### src/rtl/single_clk_pkg.sv
// Shared types and defaults for the single_clk frame generator and receiver.
// SYNC_LAT is the sig_in-to-sig_s latency; SINGLE_CLK_RX_GLITCH_FILTER_EN lengthens it.
package single_clk_pkg;
   typedef enum logic [2:0] {IDLE, LOW1, HIGH, LOW2, DRAIN} state_t;

   localparam logic [1:0] ERR_NONE  = 2'd0;
   localparam logic [1:0] ERR_SHORT = 2'd1;
   localparam logic [1:0] ERR_LONG  = 2'd2;

   localparam int DEF_T_LOW1 = 200;
   localparam int DEF_T_HIGH = 100;
   localparam int DEF_T_LOW2 = 200;
   localparam int DEF_TOL    = 4;

`ifdef SINGLE_CLK_RX_GLITCH_FILTER_EN
   localparam int SYNC_LAT = 4;
`else
   localparam int SYNC_LAT = 2;
`endif
endpackage

### src/rtl/single_clk_sync.sv
// Frame-line synchronizer, reset to idle-high; 2 cycles, +2 with SINGLE_CLK_RX_GLITCH_FILTER_EN.
// No backpressure: continuous sampling.
module single_clk_sync (
   input  logic clk_in,
   input  logic rst,
   input  logic sig_in,
   output logic sig_s
);
   logic [1:0] sync;

   always_ff @(posedge clk_in or posedge rst) begin
      if (rst) sync <= 2'b11;
      else     sync <= {sync[0], sig_in};
   end

`ifdef SINGLE_CLK_RX_GLITCH_FILTER_EN
   logic [1:0] hist;
   logic       filt;

   // registered 3-sample majority: a lone 1-cycle sample never wins
   always_ff @(posedge clk_in or posedge rst) begin
      if (rst) begin
         hist <= 2'b11;
         filt <= 1'b1;
      end else begin
         hist <= {hist[0], sync[1]};
         filt <= (sync[1] & hist[0]) | (sync[1] & hist[1]) | (hist[0] & hist[1]);
      end
   end
   assign sig_s = filt;
`else
   assign sig_s = sync[1];
`endif
endmodule

### src/rtl/single_clk_rx.sv
// Low-high-low frame checker: measures each segment, reports ok/err with one done pulse.
// done 3 edges after line returns high (5 with SINGLE_CLK_RX_GLITCH_FILTER_EN); no backpressure.
module single_clk_rx import single_clk_pkg::*; #(
   parameter int T_LOW1 = DEF_T_LOW1,
   parameter int T_HIGH = DEF_T_HIGH,
   parameter int T_LOW2 = DEF_T_LOW2,
   parameter int TOL    = DEF_TOL,
   parameter int CW     = 16
) (
   input  logic          clk_in,
   input  logic          rst,
   input  logic          sig_in,
   output logic          busy,
   output logic          done,
   output logic          ok,
   output logic [1:0]    err,
   output logic [CW-1:0] len_low1,
   output logic [CW-1:0] len_high,
   output logic [CW-1:0] len_low2
);
   localparam logic [CW-1:0] LOW1_MIN = CW'(T_LOW1 - TOL);
   localparam logic [CW-1:0] LOW1_MAX = CW'(T_LOW1 + TOL + 1);
   localparam logic [CW-1:0] HIGH_MIN = CW'(T_HIGH - TOL);
   localparam logic [CW-1:0] HIGH_MAX = CW'(T_HIGH + TOL + 1);
   localparam logic [CW-1:0] LOW2_MIN = CW'(T_LOW2 - TOL);
   localparam logic [CW-1:0] LOW2_MAX = CW'(T_LOW2 + TOL + 1);
   localparam logic [CW-1:0] CNT_MAX  = '1;
   localparam logic [2:0]    WARM_LAST = 3'(SYNC_LAT);
   localparam logic [2:0]    ARMED     = 3'(SYNC_LAT + 1);

   state_t        state;
   logic [CW-1:0] cnt, cnt_inc, seg_min, seg_max, seg_len;
   logic          sig_s, seg_lvl, seg_end, seg_long, seg_short, short_flag;
   logic [2:0]    warm;

   single_clk_sync u_sync (
      .clk_in (clk_in),
      .rst    (rst),
      .sig_in (sig_in),
      .sig_s  (sig_s)
   );

   always_comb begin
      seg_min = LOW1_MIN;
      seg_max = LOW1_MAX;
      case (state)
         HIGH:    begin seg_min = HIGH_MIN; seg_max = HIGH_MAX; end
         LOW2:    begin seg_min = LOW2_MIN; seg_max = LOW2_MAX; end
         default: ;
      endcase
   end

   assign cnt_inc   = (cnt == CNT_MAX) ? CNT_MAX : cnt + CW'(1);
   assign seg_lvl   = (state == HIGH);
   assign seg_end   = (sig_s != seg_lvl);
   assign seg_long  = (cnt_inc >= seg_max) || (cnt == CNT_MAX);
   assign seg_short = (cnt < seg_min);
   assign seg_len   = seg_end ? cnt : cnt_inc;

   always_ff @(posedge clk_in or posedge rst) begin
      if (rst) begin
         state      <= IDLE;
         cnt        <= '0;
         busy       <= 1'b0;
         done       <= 1'b0;
         ok         <= 1'b0;
         err        <= ERR_NONE;
         len_low1   <= '0;
         len_high   <= '0;
         len_low2   <= '0;
         short_flag <= 1'b0;
         warm       <= '0;
      end else begin
         done <= 1'b0;
         case (state)
            IDLE: begin
               // sig_s is only trustworthy once the synchronizer has refilled after reset
               if (warm < WARM_LAST) begin
                  warm <= warm + 3'd1;
               end else if (warm == WARM_LAST) begin
                  warm <= ARMED;
                  if (!sig_s) state <= DRAIN;
               end else if (!sig_s) begin
                  state      <= LOW1;
                  cnt        <= CW'(1);
                  busy       <= 1'b1;
                  ok         <= 1'b0;
                  err        <= ERR_NONE;
                  short_flag <= 1'b0;
                  len_low1   <= '0;
                  len_high   <= '0;
                  len_low2   <= '0;
               end
            end
            LOW1, HIGH, LOW2: begin
               if (seg_end || seg_long) begin
                  case (state)
                     LOW1:    len_low1 <= seg_len;
                     HIGH:    len_high <= seg_len;
                     default: len_low2 <= seg_len;
                  endcase
               end
               if (seg_end) begin
                  cnt <= CW'(1);
                  if (state == LOW2) begin
                     state <= IDLE;
                     busy  <= 1'b0;
                     done  <= 1'b1;
                     ok    <= !(short_flag || seg_short);
                     err   <= (short_flag || seg_short) ? ERR_SHORT : ERR_NONE;
                  end else begin
                     short_flag <= short_flag | seg_short;
                     state      <= (state == LOW1) ? HIGH : LOW2;
                  end
               end else if (seg_long) begin
                  cnt   <= cnt_inc;
                  state <= DRAIN;
                  busy  <= 1'b0;
                  done  <= 1'b1;
                  ok    <= 1'b0;
                  err   <= ERR_LONG;
               end else begin
                  cnt <= cnt_inc;
               end
            end
            DRAIN: if (sig_s) state <= IDLE;
            default: state <= IDLE;
         endcase
      end
   end
endmodule

### config.mk
export PLATFORM = sky130hd
export DESIGN_NAME = single_clk_rx
export DESIGN_NICKNAME = d
export VERILOG_FILES = /design/src/rtl/single_clk_pkg.sv /design/src/rtl/single_clk_sync.sv /design/src/rtl/single_clk_rx.sv
export SDC_FILE = /design/constraint.sdc
export NUM_CORES = 1
export LEC_CHECK = 0
export BUFFER_PORTS_ARGS = -buffer_cell sky130_fd_sc_hd__buf_4
export CAP_MARGIN = 25
export CORE_ASPECT_RATIO = 0.9
export CORE_MARGIN = 1.5
export CORE_UTILIZATION = 45
export DETAILED_ROUTE_END_ITERATION = 10
export GPL_TIMING_DRIVEN = 0
export SETUP_SLACK_MARGIN = 0.3
export SYNTH_ARGS = -nofsm -noshare
export SYNTH_HDL_FRONTEND = slang
export SYNTH_SLANG_ARGS = --single-unit
### constraint.sdc
create_clock -name clk_in -period 3.9 [get_ports clk_in]
set_clock_uncertainty 0.05 [all_clocks]
set_input_delay 0.78 -clock clk_in [delete_from_list [all_inputs] [get_ports clk_in]]
set_output_delay 0.78 -clock clk_in [all_outputs]
set_load 0.01 [all_outputs]
# After elaboration in Yosys (flattened, before gate mapping)
# Cells that the tools add are included.
# word_totals
reg_bits,78
latchBits,0
mem_bits_rw,0
rom_bits,0
input_bits,3
out_inout_bits,53
mem_count,0
# op_classes
addsub,2
n_mul,0
n_div,0
magnitude_cmp,3
n_eq_ne,19
shift,0
n_mux,61
n_bitwise,1
n_reduce_logical,17
# ops
op,count
$mux W16,15
$pmux W16 S2,4
$reduce_and A6 Y1,5
$mux W3,9
$mux W1,19
$ne A2 B2 Y1 const B,9
$add A16 B1 Y16 const B,1
$eq A16 B16 Y1 const B,1
$ge A16 B16 Y1,1
$lt A16 B16 Y1,1
$mux W8,2
$mux W2,7
$eq A3 B2 Y1 const B,3
$pmux W3 S3,1
$reduce_and A4 Y1,2
$ne A3 B3 Y1 const B,2
$pmux W1 S2,3
$pmux W2 S2,1
$reduce_bool A2 Y1,2
$add A3 B1 Y3 const B,1
$eq A3 B1 Y1 const B,1
$eq A3 B3 Y1 const B,1
$logic_not A3 Y1,1
$logic_or A1 B1 Y1,3
other kinds (8),8

# Logic depth before layout (Yosys ltp)
# logic_depth
depth_word,8
mapped_depth,17
depth_no_buf,13

# Hierarchy
# A second synthesis with hierarchy kept.
# unflattened
cells_unflattened,403
hier_area_um2,4078.9
# modules_own_cells
mod,instances,cells_each,area_per_inst_um2
single_clk_rx,1,400,4022.6
single_clk_sync,1,3,56.3

# Worst setup path before layout
# No wires, ideal clock.
# synth_timing
kind,register to register
from,reg cnt[0]
to,reg len_high[0]
setup_time_ps,125
arrival_time_ps,3349
path_slack_ps,376
path_stages_with_launch,17
path_cell_list,dfrtp_1 > ha_1 > and3_1 > buf_2 > nand3_1 > or2_2 > clkbuf_1 > nand2_1 > ha_1 > o21ai_0 > nor2_1 > a211oi_1 > a211o_1 > buf_2 > a311oi_4 > buf_4 > mux2_2
# synth_between
elab_chain_len,7
word_cells_on_any_way,12
# synth_rtl
item,line,text
start: declaration,single_clk_rx.sv:32,"logic [CW-1:0] cnt, cnt_inc, seg_min, seg_max, seg_len;"
start signal: assignment,single_clk_rx.sv:116,cnt <= cnt_inc;
start signal: assignment,single_clk_rx.sv:123,cnt <= cnt_inc;
$add A16 B1 Y16 or $eq A16 B16 Y1 (tied branches),"single_clk_rx.sv:53, single_clk_rx.sv:56",
$mux W16,single_clk_rx.sv:53,assign cnt_inc = (cnt == CNT_MAX) ? CNT_MAX : cnt + CW'(1);
$ge A16 B16 Y1,single_clk_rx.sv:56,assign seg_long = (cnt_inc >= seg_max) || (cnt == CNT_MAX);
$logic_or A1 B1 Y1,single_clk_rx.sv:56,
$logic_or A1 B1 Y1,single_clk_rx.sv:96,if (seg_end || seg_long) begin
$ne A2 B2 Y1 (no line),--,
$reduce_and A6 Y1 (no line),--,
end signal: assignment,single_clk_rx.sv:99,HIGH: len_high <= seg_len;
end: declaration,single_clk_rx.sv:18,"output logic [CW-1:0] len_high,"
# Several ways; a longest one is shown, not always the timed one. The select of a mux whose other input is x is not followed.
# A chain may end at the register's enable or synchronous reset.

# Worst setup path in the final report
# layout_timing
from,reg cnt[0]
to,reg len_low2[9]
# layout_between
elab_chain_len,7
word_cells_on_any_way,12
# layout_rtl
item,line,text
$add A16 B1 Y16 or $eq A16 B16 Y1 (tied branches),"single_clk_rx.sv:53, single_clk_rx.sv:56",
$mux W16,single_clk_rx.sv:53,
$ge A16 B16 Y1,single_clk_rx.sv:56,
$logic_or A1 B1 Y1,single_clk_rx.sv:56,
$logic_or A1 B1 Y1,single_clk_rx.sv:96,
$ne A2 B2 Y1 (no line),--,
$reduce_and A6 Y1 (no line),--,
end signal: assignment,single_clk_rx.sv:100,default: len_low2 <= seg_len;
end: declaration,single_clk_rx.sv:19,output logic [CW-1:0] len_low2
# Several ways; a longest one is shown, not always the timed one. The select of a mux whose other input is x is not followed.

==> summary.txt <==
Outcome
  – Status: finished clean

Final layout
  – Fillers: 839
  – Core Util, Final: 56.4%
  – Layout cells sized above 1: 32.0%
  – Antenna Cells: 0
  – Synth-to-layout area growth: 20.6%
  – Final nets: 513

Power
  – Pwr Total: 3.73 mW
  – Pwr dens: 719 mW/mm2
  – P_leak: 2.48 nW
  – Peak VDD IR: 0.421 mV

Logic synthesis
  – Avg Cell Area, Syn: 10.0 um2
  – Mapped Nets: 441
  – Synth Register Bits: 78
  – Sequential element share of the synthesized area: 45.4%
  – Post-synth EDFFs: 0
  – Post-Syn Area: 0.00430 mm2
  – Post-Syn Instances: 430
  – Synth warnings: 0
  – Prevailing post-synth register cell: dfrtp_1
  – FFs w/ async S/R, synth: 100%
  – Synth cell types: 60

GRT
  – Largest net degree at the start of global routing: 58
  – GRT Overall Usage: 25.7%
  – GRT overflow: 0
  – Initial antenna violation count: 0
  – Vias in the first global route: 3652
  – First-pass GRT wire length: 19800 um

Die
  – Die width: 106 um
  – DIE HEIGHT: 95.8 um
  – Row count: 33
  – Starting Density: 46.7%
  – Die area: 0.0102 mm2
  – CORE AREA: 0.00921 mm2
  – IO Pins: 56

Place
  – GPL Wtd Cong: 0.885
  – Dpl hpwl: 8690 um
  – # port buffers: 55

Flow run
  – Max-cap violations: 0

Critical path
  – Worst Path Arrival: 3.71 ns
  – Crit path launch type: flip-flop
  – Slowest stage delay, CP: 0.67 ns
  – R2R Setup Slk: 0.44 ns
  – R2R depth: 15
  – Top cell by count, worst path: buf_6
  – Slowest CP cell: a311oi_1
  – Reg2reg start: cnt[0]
  – Worst-path cell chain: ha_4, and3_1, buf_6, nand3_4, or2_2, buf_2, nand2_1, ha_2, nor2_1, o211ai_1, a211oi_1, a211o_1, buf_6, a311oi_1, o221a_2
  – Crit path kind: reg -> reg
  – Req. time, crit path: 4.16 ns
  – Worst setup EP type: flip-flop
  – Worst R2R End: len_low2[9]
  – Largest fanout on the critical path: 9

CTS
  – Clock sink count: 78
  – Clock buffer depth: 2
  – Clock Latency Late Sink: 0.36 ns
  – Number of CTS-inserted buffers: 9
  – Clk root buf: clkbuf_8
  – CTS tree: yes
  – Clk slew on worst S/H paths: 0.10 ns
  – Htree depth: 3
  – Hold_buf cts: 0

Timing
  – Worst Tran Pin Value: 1.12 ns
  – RSZ-0062 raised after global routing: false
  – Slew HR: 25.0%
  – Minimum clock period: 3.46 ns
  – Max Clk Rate: 0.289 GHz
  – Final Hold Violating Endpoints: 0
  – Fin crit share: 88.6%
  – Slew Viols, Final: 0
  – Final Setup Violations: 0

Hold path
  – Hold Crit Class: reg -> reg
  – Hold_sp: u_sync.sync[0]
  – Hold path cells: 0
  – Hold Path Sink: u_sync.sync[1]

Drt
  – Vias/cell: 5.93
  – Residual DRC: 0
  – DR iter-0 viols: 257
  – Drt pass-1 iters: 5
  – ANT nets after route: 0
  – Post-Route WL: 12300 um
  – DR vias: 3729
  – WL/cell: 19.6 um
-- stage by stage --
stage | instances | TNS [ns] | instance area, um2 | setup WS (ns) | hold slack (ns)
floorplan | 430 | 0 | 4300 | 0.376 | 0.295
global placement | 607 | -2.26 | 4870 | -0.202 | 0.296
detailed placement | 608 | -2.92 | 4900 | -0.250 | 0.297
CTS | 627 | 0 | 5140 | 0.315 | 0.311
global route | 629 | 0 | 5190 | 0.305 | 0.315
finish | 629 | 0 | 5190 | 0.443 | 0.309
-- registers in the layout, summed over array words and instances, names as in the netlist --
signal,flops
ok,1
len_low2,16
done,1
len_low1,16
len_high,16
err,2
cnt,16
busy,1
state,3
warm,3
u_sync.sync,2
short_flag,1
-- timing repair --
item / in CTS / in global routing
resized for setup: 10 / 13
buffers inserted: 3 / 2
pin swaps: 2 / 1
setup endpoints to repair: 50 / 48
-- cells in the mapped netlist (9+ instances only) --
library cell	instances	area share, %
a21oi_1	13	1.5
a22o_1	9	1.8
buf_2	9	1.0
clkbuf_1	18	1.6
dfrtp_1	76	44
mux2_2	22	5.8
mux2_4	10	3.5
nand2_1	35	3.1
nand3_1	12	1.4
nor2_1	36	3.1
nor3_1	34	4.0
o21ai_0	36	4.2
o221a_2	16	4.2
-- metal layers --
layer	global-route usage (%)	wire [um]	share of wire [%]	vias to the layer above
met5	0	0	0	-
met3	5.96	813	6.6	19
met1	35.8	5750	47	1840
met4	8.00	209	1.7	0
li1	-	-	-	1726
met2	40.2	5550	45	144
-- cell usage in the layout (no fill, tap or decap), types with 4 or more instances in the layout --
cell type,netlist,routed
clkbuf_1,18,16
mux2_2,22,22
nor2_1,36,35
inv_1,8,7
clkbuf_8,0,9
a31oi_1,6,6
nand2_1,35,35
a21oi_1,13,13
a22o_1,9,9
o21ai_0,36,35
nand3_1,12,11
buf_4,2,63
a21o_1,8,8
nand4_1,5,5
buf_2,9,6
and3_1,4,4
dfrtp_1,76,73
o221a_2,16,16
buf_6,3,5
inv_6,0,4
and2_1,4,4
nor3_1,34,34
xnor2_1,4,4
ha_1,8,6
mux2_4,10,10
-- worst max path at each step --
stage	start	to	slack, ns	cells after the start
after floorplan	cnt[0]	len_high[0]	0.38	16
after global placement	cnt[0]	len_high[0]	-0.20	16
after detailed placement	cnt[0]	len_high[9]	-0.25	16
after CTS	cnt[1]	len_low1[3]	0.32	17
after global routing	cnt[0]	len_low1[3]	0.31	17
final	cnt[0]	len_low2[9]	0.44	15
-- cell families after synthesis --
kind of cell	Yosys count	share of synthesized area [%]
adder cells (fa/ha/maj)	8	2.33
multiplexers	34	9.71
AO/OA/AOI/OAI	112	19.3
flip-flops	78	45.4
XOR/XNOR	7	1.42
buffers and inverters	42	5.00
AND/OR/NAND/NOR	149	16.8
-- area by class of cell --
type / instances / area [um2] / share of cell area (%)
Clock buffer: 9 / 124 / 2.39
Buffer: 34 / 205 / 3.95
Multi-Input combinational cell: 310 / 2180 / 42.0
Inverter: 8 / 32.5 / 0.627
Clock inverter: 7 / 60.1 / 1.16
Timing Repair Buffer: 61 / 478 / 9.21
Tap cell: 122 / 153 / 2.94
Sequential cell: 78 / 1960 / 37.7
-- critical path: cells and delay by family, from the launching register on --
kind	cells	cell delay (ns)
buf+inv	3	0.44
simple gates	5	0.71
compound gates	5	1.47
flops	1	0.41
fa+ha+maj	2	0.32
-- power by group --
group	switching (mW)	internal, mW
clock	0.347	0.245
combinational	1.13	0.887
sequential	0.139	0.981
(Power assumes the default switching activity.)
